--- src/rtl/frenzy_input_ctrl_if.sv ---
// rtl/frenzy_input_ctrl_if.sv - key/joystick inputs and player-control outputs of frenzy_input_ctrl
interface frenzy_input_ctrl_if;
  logic       key_strobe;
  logic       key_pressed;
  logic [7:0] key_code;
  logic [7:0] joystick_0;
  logic [7:0] joystick_1;
  logic       split;
  logic       up1, down1, left1, right1, fire1;
  logic       up2, down2, left2, right2, fire2;
  logic       coin1, start1, start2;

  modport master (
    output key_strobe, key_pressed, key_code, joystick_0, joystick_1, split,
    input  up1, down1, left1, right1, fire1,
    input  up2, down2, left2, right2, fire2,
    input  coin1, start1, start2
  );

  modport slave (
    input  key_strobe, key_pressed, key_code, joystick_0, joystick_1, split,
    output up1, down1, left1, right1, fire1,
    output up2, down2, left2, right2, fire2,
    output coin1, start1, start2
  );
endinterface

--- src/rtl/frenzy_input_ctrl.sv ---
// rtl/frenzy_input_ctrl.sv - PS/2 + joystick to frenzy player controls with a shared coin/start pulse scheduler
module frenzy_input_ctrl #(
  parameter int CNT_W     = 20,
  parameter int PULSE_LEN = 500000,
  parameter int GAP_LEN   = 500000
) (
  input  logic               clock_10,
  input  logic               reset,
  frenzy_input_ctrl_if.slave io
);

  localparam logic [CNT_W-1:0] PULSE_LOAD = CNT_W'(PULSE_LEN - 1);
  localparam logic [CNT_W-1:0] GAP_LOAD   = CNT_W'(GAP_LEN - 1);

  typedef enum logic [1:0] {IDLE, PULSE, GAP} state_t;

  // Latch bits share the joystick layout: [0]R [1]L [2]D [3]U [4]fire, then [5]coin [6]s1 [7]s2
  logic [7:0] lat_q, lat_d;
  logic [2:0] rise;
  logic [4:0] sel1, sel2, p1_q, p2_q;
  logic [2:0] pend_q, pend_d, clr;
  logic [2:0] grant_q, grant_d;
  logic [CNT_W-1:0] cnt_q, cnt_d;
  state_t     state_q, state_d;
  logic       unused_joy_bits;

  assign unused_joy_bits = ^{io.joystick_0[7:5], io.joystick_1[7:5]};

  function automatic logic [4:0] clean(input logic [4:0] raw);
    logic [4:0] c;
    c = raw;
    if (raw[3] && raw[2]) c[3:2] = 2'b00;
    if (raw[1] && raw[0]) c[1:0] = 2'b00;
    return c;
  endfunction

  always_comb begin
    lat_d = lat_q;
    if (io.key_strobe) begin
      case (io.key_code)
        8'h74:   lat_d[0] = io.key_pressed;
        8'h6B:   lat_d[1] = io.key_pressed;
        8'h72:   lat_d[2] = io.key_pressed;
        8'h75:   lat_d[3] = io.key_pressed;
        8'h29:   lat_d[4] = io.key_pressed;
        8'h76:   lat_d[5] = io.key_pressed;
        8'h05:   lat_d[6] = io.key_pressed;
        8'h06:   lat_d[7] = io.key_pressed;
        default: ;
      endcase
    end
  end

  // Request edges are taken on the latch input so pending sets on the same edge as the latch
  assign rise = lat_d[7:5] & ~lat_q[7:5];

  assign sel1 = io.split ? io.joystick_0[4:0] : (io.joystick_0[4:0] | io.joystick_1[4:0]);
  assign sel2 = io.split ? io.joystick_1[4:0] : (io.joystick_0[4:0] | io.joystick_1[4:0]);

  always_ff @(posedge clock_10 or posedge reset) begin
    if (reset) begin
      lat_q <= '0;
      p1_q  <= '0;
      p2_q  <= '0;
    end else begin
      lat_q <= lat_d;
      p1_q  <= clean(sel1 | lat_q[4:0]);
      p2_q  <= clean(sel2 | lat_q[4:0]);
    end
  end

  assign io.right1 = p1_q[0];
  assign io.left1  = p1_q[1];
  assign io.down1  = p1_q[2];
  assign io.up1    = p1_q[3];
  assign io.fire1  = p1_q[4];
  assign io.right2 = p2_q[0];
  assign io.left2  = p2_q[1];
  assign io.down2  = p2_q[2];
  assign io.up2    = p2_q[3];
  assign io.fire2  = p2_q[4];

  always_comb begin
    state_d = state_q;
    cnt_d   = cnt_q;
    grant_d = grant_q;
    clr     = 3'b000;
    case (state_q)
      IDLE: begin
        if (|pend_q) begin
          if (pend_q[0])      grant_d = 3'b001;
          else if (pend_q[1]) grant_d = 3'b010;
          else                grant_d = 3'b100;
          clr     = grant_d;
          cnt_d   = PULSE_LOAD;
          state_d = PULSE;
        end
      end
      PULSE: begin
        if (cnt_q == '0) begin
          cnt_d   = GAP_LOAD;
          state_d = GAP;
        end else begin
          cnt_d = cnt_q - CNT_W'(1);
        end
      end
      GAP: begin
        if (cnt_q == '0) state_d = IDLE;
        else             cnt_d   = cnt_q - CNT_W'(1);
      end
      default: state_d = IDLE;
    endcase
  end

  // A new edge on the source being granted wins over the clear, queueing one more pulse
  assign pend_d = (pend_q & ~clr) | rise;

  always_ff @(posedge clock_10 or posedge reset) begin
    if (reset) begin
      state_q <= IDLE;
      cnt_q   <= '0;
      grant_q <= '0;
      pend_q  <= '0;
    end else begin
      state_q <= state_d;
      cnt_q   <= cnt_d;
      grant_q <= grant_d;
      pend_q  <= pend_d;
    end
  end

  assign io.coin1  = (state_q == PULSE) && grant_q[0];
  assign io.start1 = (state_q == PULSE) && grant_q[1];
  assign io.start2 = (state_q == PULSE) && grant_q[2];

endmodule

--- src/flat_wrapper.sv ---
// flat-port wrapper written by rule: the top's interface ports become plain ports
module frenzy_input_ctrl_flat 
#(
  parameter int CNT_W     = 20,
  parameter int PULSE_LEN = 500000,
  parameter int GAP_LEN   = 500000
)
  (clock_10, reset, io_key_strobe, io_key_pressed, io_key_code, io_joystick_0, io_joystick_1, io_split, io_up1, io_down1, io_left1, io_right1, io_fire1, io_up2, io_down2, io_left2, io_right2, io_fire2, io_coin1, io_start1, io_start2);
  frenzy_input_ctrl_if io_i ();
  input  logic clock_10;
  input  logic reset;
  input wire logic [$bits(io_i.key_strobe)-1:0] io_key_strobe;
  input wire logic [$bits(io_i.key_pressed)-1:0] io_key_pressed;
  input wire logic [$bits(io_i.key_code)-1:0] io_key_code;
  input wire logic [$bits(io_i.joystick_0)-1:0] io_joystick_0;
  input wire logic [$bits(io_i.joystick_1)-1:0] io_joystick_1;
  input wire logic [$bits(io_i.split)-1:0] io_split;
  output wire logic [$bits(io_i.up1)-1:0] io_up1;
  output wire logic [$bits(io_i.down1)-1:0] io_down1;
  output wire logic [$bits(io_i.left1)-1:0] io_left1;
  output wire logic [$bits(io_i.right1)-1:0] io_right1;
  output wire logic [$bits(io_i.fire1)-1:0] io_fire1;
  output wire logic [$bits(io_i.up2)-1:0] io_up2;
  output wire logic [$bits(io_i.down2)-1:0] io_down2;
  output wire logic [$bits(io_i.left2)-1:0] io_left2;
  output wire logic [$bits(io_i.right2)-1:0] io_right2;
  output wire logic [$bits(io_i.fire2)-1:0] io_fire2;
  output wire logic [$bits(io_i.coin1)-1:0] io_coin1;
  output wire logic [$bits(io_i.start1)-1:0] io_start1;
  output wire logic [$bits(io_i.start2)-1:0] io_start2;
  assign io_i.key_strobe = io_key_strobe;
  assign io_i.key_pressed = io_key_pressed;
  assign io_i.key_code = io_key_code;
  assign io_i.joystick_0 = io_joystick_0;
  assign io_i.joystick_1 = io_joystick_1;
  assign io_i.split = io_split;
  assign io_up1 = io_i.up1;
  assign io_down1 = io_i.down1;
  assign io_left1 = io_i.left1;
  assign io_right1 = io_i.right1;
  assign io_fire1 = io_i.fire1;
  assign io_up2 = io_i.up2;
  assign io_down2 = io_i.down2;
  assign io_left2 = io_i.left2;
  assign io_right2 = io_i.right2;
  assign io_fire2 = io_i.fire2;
  assign io_coin1 = io_i.coin1;
  assign io_start1 = io_i.start1;
  assign io_start2 = io_i.start2;
  frenzy_input_ctrl #(.CNT_W(CNT_W), .PULSE_LEN(PULSE_LEN), .GAP_LEN(GAP_LEN)) u_core (.clock_10(clock_10), .reset(reset), .io(io_i));
endmodule
--- config.mk ---
export PLATFORM = sky130hd
export DESIGN_NAME = frenzy_input_ctrl_flat
export DESIGN_NICKNAME = d
export VERILOG_FILES = /design/src/rtl/frenzy_input_ctrl_if.sv /design/src/rtl/frenzy_input_ctrl.sv /design/src/flat_wrapper.sv
export SDC_FILE = /design/constraint.sdc
export NUM_CORES = 1
export LEC_CHECK = 0
export CELL_PAD_IN_SITES_DETAIL_PLACEMENT = 1
export CELL_PAD_IN_SITES_GLOBAL_PLACEMENT = 1
export CORE_MARGIN = 3
export CORE_UTILIZATION = 43
export CTS_BUF_LIST = sky130_fd_sc_hd__clkbuf_4
export CTS_CLUSTER_SIZE = 12
export DETAILED_ROUTE_END_ITERATION = 7
export GPL_ROUTABILITY_DRIVEN = 0
export HOLD_SLACK_MARGIN = 0.06
export PLACE_DENSITY = 0.83
export SYNTH_ARGS = -nofsm -noshare
export SYNTH_HDL_FRONTEND = slang
export SYNTH_SLANG_ARGS = --single-unit
--- constraint.sdc ---
create_clock -name clock_10 -period 3.2 [get_ports clock_10]
set_input_delay 0.48 -clock clock_10 [delete_from_list [all_inputs] [get_ports clock_10]]
set_output_delay 0.48 -clock clock_10 [all_outputs]
set_load 0.01 [all_outputs]
### After elaboration in Yosys (flattened, before gate mapping)

Cells that the tools add are included.

* mux-type cells: 27
* equal/unequal tests: 14
* add/subtract/negate cells: 1
* reductions and logical operators: 19
* bitwise logic cells: 8

Operator list (count)
* 20-bit two-way mux: 3
* 20-bit case mux with 3 select lines: 1
* 8-bit by 7-bit == test with 1-bit output, second input constant: 5
* 20-bit zero test: 1
* 20-bit by 1-bit subtractor with 20-bit output, second input constant: 1
* 8-bit by 3-bit == test with 1-bit output, second input constant: 2
* 5-bit bitwise OR: 3
* 2-bit two-way mux: 7
* 3-bit two-way mux: 4
* 2-bit AND reduction: 6
* 5-bit two-way mux: 2
* 8-bit by 6-bit == test with 1-bit output, second input constant: 1
* 1-bit two-way mux: 8
* 8-bit two-way mux: 1
* 1-bit logical AND: 7
* 3-bit AND: 2
* 2-bit by 1-bit != test with 1-bit output, second input constant: 3
* 3-bit NOT: 2
* 2-bit case mux with 3 select lines: 1
* 3-bit AND reduction: 2
* 3-bit bitwise OR: 1
* 3-bit nonzero test: 1
* 3-bit OR reduction: 1
* 2-bit by 1-bit == test with 1-bit output, second input constant: 1
* other kinds (3): 3

* input bits: 29
* register bits after elaboration: 46
* output and inout port bits: 13
* word-level logic and storage cells: 81

### Depth between registers and ports, before layout

Gate-level depths: netlist of run 1.

* word-level depth: 7
* gate-level depth with buffers: 9
* gate-level depth less buffers: 7

### Worst setup path before layout of run 1

Ideal clock, no wire load.

* path kind: register to register
* start: register u_core.cnt_q[15]
* end: register u_core.cnt_q[15]
* clock period less this slack: 2.246 ns
* data required time: 3.079 ns
* data arrival time: 2.125 ns
* library setup time: 0.121 ns
* stages on the path, launching flop included: 7
* buffers on the path: 1
* slack: 0.954 ns
* cell sequence: dfrtp_1 > or4_4 > or4_4 > o21ai_4 > buf_6 > a21oi_1 > o22a_1

* cells in the longest elaborated chain, start to end: 3
* elaborated cells on any way between the ends: 7
* classes of those cells: add/sub (1); eq/ne (1); mux (3); reduce/logical (2)

RTL lines
* start: declaration: RTL line frenzy_input_ctrl.sv:23 `logic [CNT_W-1:0] cnt_q, cnt_d;`
* start signal: assignment: RTL line frenzy_input_ctrl.sv:126 `cnt_q <= cnt_d;`
* 20-bit by 1-bit subtractor with 20-bit output / 20-bit zero test (equally long branches)
* 20-bit two-way mux, or another cell as far along: RTL line frenzy_input_ctrl.sv:108 `if (cnt_q == '0) state_d = IDLE;`
* 20-bit case mux with 3 select lines / 3-bit AND reduction (equally long branches)

Parallel ways exist; a longest one is shown, timed or not. The select of a mux whose other input is x is not followed.
A chain may end at the register's enable or synchronous reset.

### Worst setup path after layout of run 1

* start: register u_core.cnt_q[1]
* end: register u_core.cnt_q[15]

The elaborated chain is that of the path after synthesis.

==> results of run 1 <==
==> layer usage <==
metal	track usage, %	vias to the layer above	share of wire (%)
li1	-	1055	-
met1	25.00	1099	47
met2	31.56	36	48
met3	4.365	5	4.0
met4	6.092	0	1.0
met5	0	-	0
==> final cells by class <==
| cell class | count | area (um2) |
|---|---|---|
| inverter | 12 | 45.04 |
| clock inverter | 3 | 16.27 |
| sequential | 46 | 1151 |
| tap | 72 | 90.09 |
| multi-input combinational | 190 | 1331 |
| timing repair buffer | 36 | 357.8 |
| clock buffer | 5 | 37.54 |
| fill | 646 | 2613 |
==> where the power goes <==
group	total [mW]	internal (mW)	switching (mW)
clock	0.288	0.0822	0.206
sequential	0.602	0.595	0.00693
combinational	0.0924	0.0507	0.0417
total	0.982	0.727	0.255
==> cell usage after synthesis (all sizes together), types with 5 or more instances <==
cell / number
dfrtp: 46
a21oi: 18
nor2: 15
o21ai: 14
nand2: 13
inv: 11
nor4: 10
nor2b: 9
or4: 9
a211oi: 8
nand3: 7
or3: 7
a31oi: 5
clkbuf: 5
ha: 5
o22a: 5
==> cell families (layout without fill, tap and decap cells) <==
| family | Yosys count | count (layout) | share of synthesized area (%) |
|---|---|---|---|
| AO/OA/AOI/OAI | 78 | 78 | 21.57 |
| XOR/XNOR | 4 | 4 | 1.360 |
| adder cells (fa/ha/maj) | 5 | 5 | 2.428 |
| buffers and inverters | 19 | 56 | 3.642 |
| flip-flops | 46 | 46 | 44.68 |
| multiplexers | 4 | 4 | 1.748 |
| AND/OR/NAND/NOR | 99 | 99 | 24.58 |
==> worst paths after layout <==
kind                                 start          endpoint  cells after the start
min in group asynchronous            reset  u_core.cnt_q[13]                      2
min                        u_core.lat_q[7]  u_core.pend_q[2]                      1
max in group asynchronous            reset  u_core.pend_q[0]                      2
max                        u_core.cnt_q[1]  u_core.cnt_q[15]                      7
max reg2reg                u_core.cnt_q[1]  u_core.cnt_q[15]                      7
min reg2reg                u_core.lat_q[7]  u_core.pend_q[2]                      1
==> flip-flops by register name (all words and copies together), names as in the netlist <==
register,flops
u_core.cnt_q,20
u_core.lat_q,8
u_core.p1_q,5
u_core.p2_q,5
u_core.grant_q,3
u_core.pend_q,3
u_core.state_q,2
==> stage by stage <==
step	cells	util, %	worst slack [ns]	cell area, um2
6_report	364	53.69	0.5539	3029
2_1_floorplan	255	-	0.9537	2576
3_5_place_dp	356	52.74	0.6324	2975
4_1_cts	364	53.69	0.5936	3029
5_1_grt	364	53.69	0.3714	3029
3_3_place_gp	356	52.74	0.6727	2975
==> layout by cell type (no fill, tap or decap), types with 7 or more instances in the layout <==
master | netlist | routed
nor2_1 | 15 | 15
o21ai_0 | 13 | 13
nand2_1 | 13 | 13
clkdlybuf4s50_1 | 0 | 35
a211oi_1 | 8 | 8
a21oi_1 | 17 | 17
nor4_1 | 8 | 8
inv_1 | 11 | 10
nand3_1 | 7 | 7
nor2b_1 | 9 | 9
dfrtp_1 | 46 | 46
==> worst max-delay path: stages, from the launching register on <==
cell,delay [ns]
dfrtp_1,0.43
inv_1,0.09
ha_1,0.20
or3b_2,0.48
nor3_1,0.46
a41oi_1,0.49
a21oi_1,0.30
o22a_1,0.15
==> impl_results.md, run 1 <==
- Status: finished, final reports clean
- First-pass DRT Iterations: 4
- Skew final: 0.009619 ns
- Ys async rst share: 100.0%
- Die H: 83.40 um
- Slew margin rel.: 33.65%
- Post-synth EDFFs: 0
- Worst skew pair latency: 0.37 ns
- Worst VDD drop: 187.0 uV
- Pwr/cell area: 324.3 mW/mm2
- Crit path max fanout: 6
- Final period util: 82.69%
- GR Util All Layers: 19.18%
- Drt total wl: 6453 um
- Max Clk Rate: 377.9 MHz
- Hold WS: 0.4836 ns
- Ys flop type: dfrtp_1
- Critical Path AT: 2.96 ns
- Final Critical Period: 2.646 ns
- Clk root buf: clkbuf_4
- Pwr Total: 0.9824 mW
- WL/cell: 17.73 um
- Number of max-cap violations: 0
- Vias in the first global route: 2258
- Avg Cell Area, Syn: 10.10 um2
- N_diodes: 0
- DIE AREA: 0.006956 mm2
- Critical path class: reg2reg
- Largest net degree at the start of global routing: 47
- Reg-to-reg slack, setup: 0.55 ns
- Final hold vios: 0
- Syn Std Cell Area: 0.002576 mm2
- Core Area: 0.005642 mm2
- CP Launch Type: register
- Remaining global-route overflow: 0
- Clock sink count: 46
- Vias per inst: 6.030
- Setup bufs post-CTS: 0
- Setup TNS: 0 ns
- Area grow syn2layout: 17.58%
- CTS Hold Buffers Added: 0
- CTS tree: done
- IO buf count: 35
- Distinct cell type count of the synthesized netlist: 63
- Hold WC Path Type: reg2reg
- RSZ-0062 raised after global routing: false
- Core Rows: 27
- Sequential area share after synthesis: 44.68%
- Gate Count Post-Synth: 255
- Die W: 83.40 um
- Lkg Pwr: 1.172 nW
- Yosys top cell area share: 44.68%
- Synth Net Count: 289
- Synth area leader: dfrtp_1
- DRC viols: 0
- Critical Path Sink Type: register
- CP Data Required Time: 3.52 ns
- Post-cts resize count: 0
- CTS max path bufs: 2
- Share of cells above drive strength 1: 10.96%
- Vias: 2195
- DP Wirelength: 4766 um
- Initial Util: 45.66%
- CTS buffer count: 5
- Max Slew Vio Count: 0
- H-tree depth: 2
- Flops & latches, synth: 46
- Worst Tran Pin Value: 0.9939 ns
- IO Count: 42
- Yosys warns: 0
- Clock slew at reported path FFs: 0.15 ns
- Layout Nets: 325
- Initial DRC Count: 116
- DRT antenna net count: 0
- Synth area leaders: dfrtp_1 45%, a21oi_1 3.3%, o21ai_0 2.5%
- Initial antenna violation count: 0
- Final Setup Violations: 0
- First-pass GRT wire length: 10940 um
No activity file was read; power rests on OpenSTA's default activity.
==> inputs of run 2 (changes only) <==
--- a/config.mk
+++ b/config.mk
@@ -8,13 +8,13 @@
 export CELL_PAD_IN_SITES_DETAIL_PLACEMENT = 1
 export CELL_PAD_IN_SITES_GLOBAL_PLACEMENT = 1
 export CORE_MARGIN = 3
-export CORE_UTILIZATION = 43
+export CORE_UTILIZATION = 39
 export CTS_BUF_LIST = sky130_fd_sc_hd__clkbuf_4
 export CTS_CLUSTER_SIZE = 12
 export DETAILED_ROUTE_END_ITERATION = 7
 export GPL_ROUTABILITY_DRIVEN = 0
 export HOLD_SLACK_MARGIN = 0.06
-export PLACE_DENSITY = 0.83
+export PLACE_DENSITY = 0.8
 export SYNTH_ARGS = -nofsm -noshare
 export SYNTH_HDL_FRONTEND = slang
 export SYNTH_SLANG_ARGS = --single-unit
==> constraint.sdc (replaced) <==
create_clock -name clock_10 -period 2.23 [get_ports clock_10]
set_input_delay 0.3345 -clock clock_10 [delete_from_list [all_inputs] [get_ports clock_10]]
set_output_delay 0.3345 -clock clock_10 [all_outputs]
set_load 0.01 [all_outputs]
==> impl_results.md, run 2 (synthesis results as in run 1) <==
- Status: complete, but fails checks
- Failing checks: negative setup slack
- Share of cells above drive strength 1: 33.53% (+23 points)
- Max FFs per register: 20 (unchanged)
- IO Count: 42 (unchanged)
- Crit path max fanout: 3 (-3)
- Vias in the first global route: 2648 (+17%)
- H-tree depth: 2 (unchanged)
- Largest Register: u_core.cnt_q
- Die H: 87.28 um (+4.6%)
- P_sw: 0.3617 mW (+42%)
- Final Setup Violations: 6 (+6)
- Clock share of power: 34.7% (+5.3 points)
- Critical Path AT: 2.52 ns (-0.44 ns)
- Skew final: 0.007120 ns (-0.002500 ns)
- Worst skew pair latency: 0.36 ns (about the same)
- RSZ-0062 raised after global routing: true
- Clock sink count: 46 (unchanged)
- DRT antenna net count: 0 (unchanged)
- Clock slew at reported path FFs: 0.14 ns (about the same)
- Critical Path Sink Type: register
- Critical Path Max Stage Delay: 0.43 ns (-0.06 ns)
- Vias: 2565 (+17%)
- Largest net degree at the start of global routing: 27 (-43%)
- Max Clk Rate: 436.1 MHz (+15%)
- Drt total wl: 8968 um (+39%)
- DRC viols: 0 (unchanged)
- Worst VDD drop: 410.4 uV (+120%)
- Clk root buf: clkbuf_4
- DIE AREA: 0.007617 mm2 (+9.5%)
- Core Area: 0.006166 mm2 (+9.3%)
- Vias per inst: 6.136 (+1.8%)
- Critical path class: reg2reg
- CTS Hold Buffers Added: 0 (unchanged)
- Slack of the critical path: -0.06321 ns (-0.6171 ns)
- Max Slew Vio Count: 0 (unchanged)
- WL/cell: 21.45 um (+21%)
- Hold WC Path Type: in2async
- First-pass GRT wire length: 13280 um (+21%)
- GR Util All Layers: 22.13% (+3.0 points)
- Lkg Pwr: 1.453 nW (+24%)
- Core Rows: 28 (+3.7%)
- Hold WS: 0.3017 ns (-0.1819 ns)
- Worst Tran Pin Value: 0.5936 ns (-0.4003 ns)
- CP Launch Type: register
- First-pass DRT Iterations: 4 (unchanged)
- DP Wirelength: 5875 um (+23%)
- CP Data Required Time: 2.45 ns (-1.07 ns)
- Final Critical Period: 2.293 ns (-0.3529 ns)
- Logic gate share of total power: 9.2% (-0.2 points)
- Most common cell after layout, fill and taps aside: buf_4
- Die W: 87.28 um (+4.6%)
- CTS buffer count: 5 (unchanged)
- Flop pwr share: 56.1% (-5.1 points)
- Sw Ratio: 23.47% (-2.5 points)
- Pwr/cell area: 424.7 mW/mm2 (+31%)
- Most frequent cells in the layout: 47 x buf_4, 46 x dfrtp_1, 35 x clkdlybuf4s50_1
- Worst slack at placement: -0.08956 ns (-0.7220 ns)
- Initial DRC Count: 207 (+78%)
- Area grow syn2layout: 40.89%
- CTS tree: done
- Number of max-cap violations: 0 (unchanged)
- Slew margin rel.: 60.28% (+27 points)
- N_diodes: 0 (unchanged)
- Critical Path, Cell by Cell: inv_2 > ha_2 > or3b_4 > buf_4 > nor4_2 > buf_4 > a21oi_1 > o21ai_0 > o21ai_0
- Internal cell power: 1.180 mW (+62%)
- Slowest-stage cell, CP: dfrtp_1
- Final period util: 102.8% (+20 points)
- Initial antenna violation count: 0 (unchanged)
- Biggest regs: u_core.cnt_q: 20 flops, u_core.lat_q: 8 flops
- Final hold vios: 0 (unchanged)
- Initial Util: 41.78% (-3.9 points)
- CTS max path bufs: 2 (unchanged)
- Remaining global-route overflow: 0 (unchanged)
- IO buf count: 35 (unchanged)
- Layout Nets: 376 (+16%)
[run 2: path summary, 6_finish.rpt]
kind	from	endpoint	slack [ns]	depth (start not counted)
max	u_core.cnt_q[1]	u_core.cnt_q[18]	-0.06	9
min	reset	u_core.p2_q[0]	0.30	2
max reg2reg	u_core.cnt_q[1]	u_core.cnt_q[18]	-0.06	9
min reg2reg	u_core.lat_q[6]	u_core.pend_q[1]	0.48	1
max in group asynchronous	reset	u_core.cnt_q[1]	1.42	3
min in group clock_10	u_core.lat_q[6]	u_core.pend_q[1]	0.48	1
[run 2: layer usage]
layer,up-vias,global-route usage (%),share of wire (%)
met5,-,0,0
met4,0,4.045,1.5
met3,16,3.595,4.9
met2,92,39.93,52
met1,1300,27.94,41
li1,1157,-,-
[run 2: power groups by stage]
| stage | Clock, mW | Sequential (mW) | Combinational [mW] |
|---|---|---|---|
| floorplan | 0 | 0.883 | 0.0442 |
| global placement | 0 | 0.878 | 0.136 |
| detailed placement | 0 | 0.880 | 0.143 |
| CTS | 0.537 | 0.864 | 0.144 |
| global route | 0.580 | 0.866 | 0.155 |
| finish | 0.535 | 0.864 | 0.142 |
[run 2: metrics by stage]
step	power, mW	TNS [ns]	instances	utilization, %	instance area, um2
floorplan	0.9271	0	255	-	2576
global placement	1.014	0	400	53.51	3299
detailed placement	1.023	-0.6651	400	53.51	3299
CTS	1.545	0	410	55.62	3430
global route	1.601	-1.314	418	58.87	3630
finish	1.541	-0.1180	418	58.87	3630
[run 2: final cells by class]
type / count / area [um2]
fill: 678 / 2536
multi-input combinational: 190 / 1495
sequential: 46 / 1151
timing repair buffer: 87 / 762.0
tap: 75 / 93.84
clock buffer: 6 / 45.04
inverter: 12 / 45.04
clock inverter: 2 / 37.54
[run 2: timing repair]
| action | 4_1_cts | 5_1_grt |
|---|---|---|
| gates cloned | 0 | 2 |
| endpoints found under the setup margin | 20 | 23 |
| buffers inserted | 2 | 8 |
| pin swaps | 1 | 8 |
| gates resized for setup | 10 | 37 |
[run 2: worst max-delay path: cells and delay by family (launching register included)]
family          cells  cell delay [ns]
buf+inv             3             0.41
fa+ha+maj           1             0.17
flops               1             0.43
simple gates        2             0.70
compound gates      3             0.47
==> inputs of run 3 (changes only) <==
--- a/config.mk
+++ b/config.mk
@@ -8,13 +8,13 @@
 export CELL_PAD_IN_SITES_DETAIL_PLACEMENT = 1
 export CELL_PAD_IN_SITES_GLOBAL_PLACEMENT = 1
 export CORE_MARGIN = 3
-export CORE_UTILIZATION = 39
+export CORE_UTILIZATION = 43
 export CTS_BUF_LIST = sky130_fd_sc_hd__clkbuf_4
 export CTS_CLUSTER_SIZE = 12
 export DETAILED_ROUTE_END_ITERATION = 7
 export GPL_ROUTABILITY_DRIVEN = 0
 export HOLD_SLACK_MARGIN = 0.06
-export PLACE_DENSITY = 0.8
+export PLACE_DENSITY = 0.83
 export SYNTH_ARGS = -nofsm -noshare
 export SYNTH_HDL_FRONTEND = slang
 export SYNTH_SLANG_ARGS = --single-unit
==> constraint.sdc (replaced) <==
create_clock -name clock_10 -period 2.5 [get_ports clock_10]
set_input_delay 0.375 -clock clock_10 [delete_from_list [all_inputs] [get_ports clock_10]]
set_output_delay 0.375 -clock clock_10 [all_outputs]
set_load 0.01 [all_outputs]
==> impl_results.md, run 3 (synthesis results as in run 1) <==
- Status: finished, final reports clean
- Slowest-stage cell, CP: clkdlybuf4s50_1
- Clock sink count: 46 (unchanged)
- Final hold vios: 0 (unchanged)
- Drt total wl: 6846 um (-24%)
- Sw Ratio: 23.48% (about the same)
- Slew margin rel.: 50.62% (-9.7 points)
- Worst Reg-to-Reg Cells: 6 (-3)
- DRC viols: 0 (unchanged)
- WL/cell: 17.87 um (-17%)
- Final Setup Violations: 0 (-6)
- Share of cells above drive strength 1: 17.36% (-16 points)
- Remaining global-route overflow: 0 (unchanged)
- Die H: 83.40 um (-4.4%)
- Logic gate share of total power: 9.0% (-0.2 points)
- Slack of the critical path: 0.1503 ns (+0.2135 ns)
- Largest net degree at the start of global routing: 32 (+19%)
- CTS max path bufs: 2 (unchanged)
- Critical path class: reg2out
- Vias: 2280 (-11%)
- Clk root buf: clkbuf_4
- CP Data Required Time: 2.12 ns (-0.33 ns)
- CTS tree: done
- Clock share of power: 34.9% (+0.2 points)
- Most frequent CP cell: inv_1
- Number of max-cap violations: 0 (unchanged)
- Layout Nets: 344 (-8.5%)
- Initial antenna violation count: 0 (unchanged)
- Core Area: 0.005642 mm2 (-8.5%)
- Die W: 83.40 um (-4.4%)
- Final period util: 93.99%
- Most frequent cells in the layout: 46 x dfrtp_1, 35 x clkdlybuf4s50_1, 19 x buf_4
- IO buf count: 35 (unchanged)
- Area of the multi-input gates: 0.001339 mm2 (-10%)
- Flop pwr share: 56.2% (about the same)
- Max Clk Rate: 425.6 MHz
- Biggest regs: u_core.cnt_q: 20 flops, u_core.lat_q: 8 flops
- Initial DRC Count: 63 (-70%)
- CTS Hold Buffers Added: 0 (unchanged)
- Vias per inst: 5.953 (-3.0%)
- Skew final: 0.01942 ns (+0.01230 ns)
- Clock slew at reported path FFs: 0.15 ns (about the same)
- DIE AREA: 0.006956 mm2 (-8.7%)
- Crit path max fanout: 6 (+3)
- CTS buffer count: 5 (unchanged)
- FF/Latch Area: 0.001151 mm2 (unchanged)
- Critical Path, Cell by Cell: inv_1 > ha_2 > inv_1 > nor2_1 > clkdlybuf4s50_1
- Pwr Total: 1.373 mW (-11%)
- P_sw: 0.3223 mW (-11%)
- Critical Path AT: 1.97 ns (-0.55 ns)
- Pwr/cell area: 426.2 mW/mm2 (+0.36%)
- Worst skew pair latency: 0.38 ns (+0.02 ns)
- Final Critical Period: 2.350 ns
- Hold WC Path Type: in2async
- Setup bufs post-CTS: 0 (-2)
- RSZ-0062 raised after global routing: false
- Largest Register: u_core.cnt_q
- First-pass DRT Iterations: 4 (unchanged)
- Reg-to-reg slack, setup: 0.17 ns (+0.23 ns)
- Worst Tran Pin Value: 0.7315 ns (+0.1379 ns)
- Initial Util: 45.66% (+3.9 points)
- First-pass GRT wire length: 11700 um (-12%)
- Critical Path Max Stage Delay: 0.55 ns (+0.12 ns)
- Worst VDD drop: 361.5 uV (-12%)
- Filler cells: 623 (-8.1%)
- Max Slew Vio Count: 0 (unchanged)
- H-tree depth: 2 (unchanged)
- Max FFs per register: 20 (unchanged)
- Setup TNS: 0 ns (+0.1180 ns)
- Area grow syn2layout: 25.01%
- DRT antenna net count: 0 (unchanged)
- N_diodes: 0 (unchanged)
- Core Rows: 27 (-3.6%)
- Lkg Pwr: 1.279 nW (-12%)
- GR Util All Layers: 20.74% (-1.4 points)
- CP Launch Type: register
- Most common cell after layout, fill and taps aside: dfrtp_1
- DP Wirelength: 5224 um (-11%)
- Post-cts resize count: 0 (-10)
- Reg2reg start: u_core.cnt_q[12]
- Critical Path Sink Type: primary output
- Worst slack at placement: 0.1818 ns (+0.2713 ns)
- Reg2reg end: u_core.cnt_q[11]
- IO Count: 42 (unchanged)
- Internal cell power: 1.050 mW (-11%)
- Vias in the first global route: 2426 (-8.4%)
[run 3: metrics by stage]
step                      hold WS, ns  utilization, %  area [um2]  std cells
after global routing           0.4312           57.09        3221        383
after CTS                      0.4038           56.95        3213        383
after detailed placement       0.4602           55.49        3131        375
final                          0.3837           57.09        3221        383
after global placement         0.4503           55.49        3131        375
after floorplan                0.4350               -        2576        255
[run 3: area by class of cell]
class	count	share of cell area, %
repair buffers	55	15.93
flip-flops and latches	46	35.74
well taps	72	2.797
clock inverters	2	1.166
inverters	12	1.399
clock buffers	6	1.399
multi-input cells	190	41.57
[run 3: worst max-delay path, delay by kind of cell (launching register included)]
| family | cells | cell delay (ns) |
|---|---|---|
| buffers and inverters | 3 | 0.75 |
| AND/OR/NAND/NOR | 1 | 0.13 |
| adder cells (fa/ha/maj) | 1 | 0.24 |
| flip-flops | 1 | 0.45 |
[run 3: how the worst max path moves through the flow]
| stage | start | endpoint | slack, ns |
|---|---|---|---|
| after global placement | u_core.cnt_q[0] | u_core.cnt_q[11] | 0.22 |
| after CTS | u_core.state_q[1] | io_start1 | 0.07 |
| final | u_core.state_q[1] | io_start1 | 0.15 |
| after floorplan | u_core.cnt_q[15] | u_core.cnt_q[15] | 0.25 |
| after global routing | u_core.cnt_q[12] | u_core.cnt_q[19] | 0.007 |
| after detailed placement | u_core.cnt_q[0] | u_core.cnt_q[0] | 0.18 |
[run 3: routing by layer]
metal  part of all wire [%]  GRT usage, %
met1                     46         26.11
met3                    3.6         4.960
met5                      0             0
met2                     49         34.99
met4                    1.6         6.686
[run 3: power by group through the flow]
| stage | Sequential (mW) | Combinational [mW] | Clock [mW] |
|---|---|---|---|
| floorplan | 0.788 | 0.0394 | 0 |
| global placement | 0.784 | 0.120 | 0 |
| detailed placement | 0.785 | 0.125 | 0 |
| CTS | 0.771 | 0.126 | 0.485 |
| global route | 0.774 | 0.136 | 0.519 |
| finish | 0.771 | 0.123 | 0.479 |
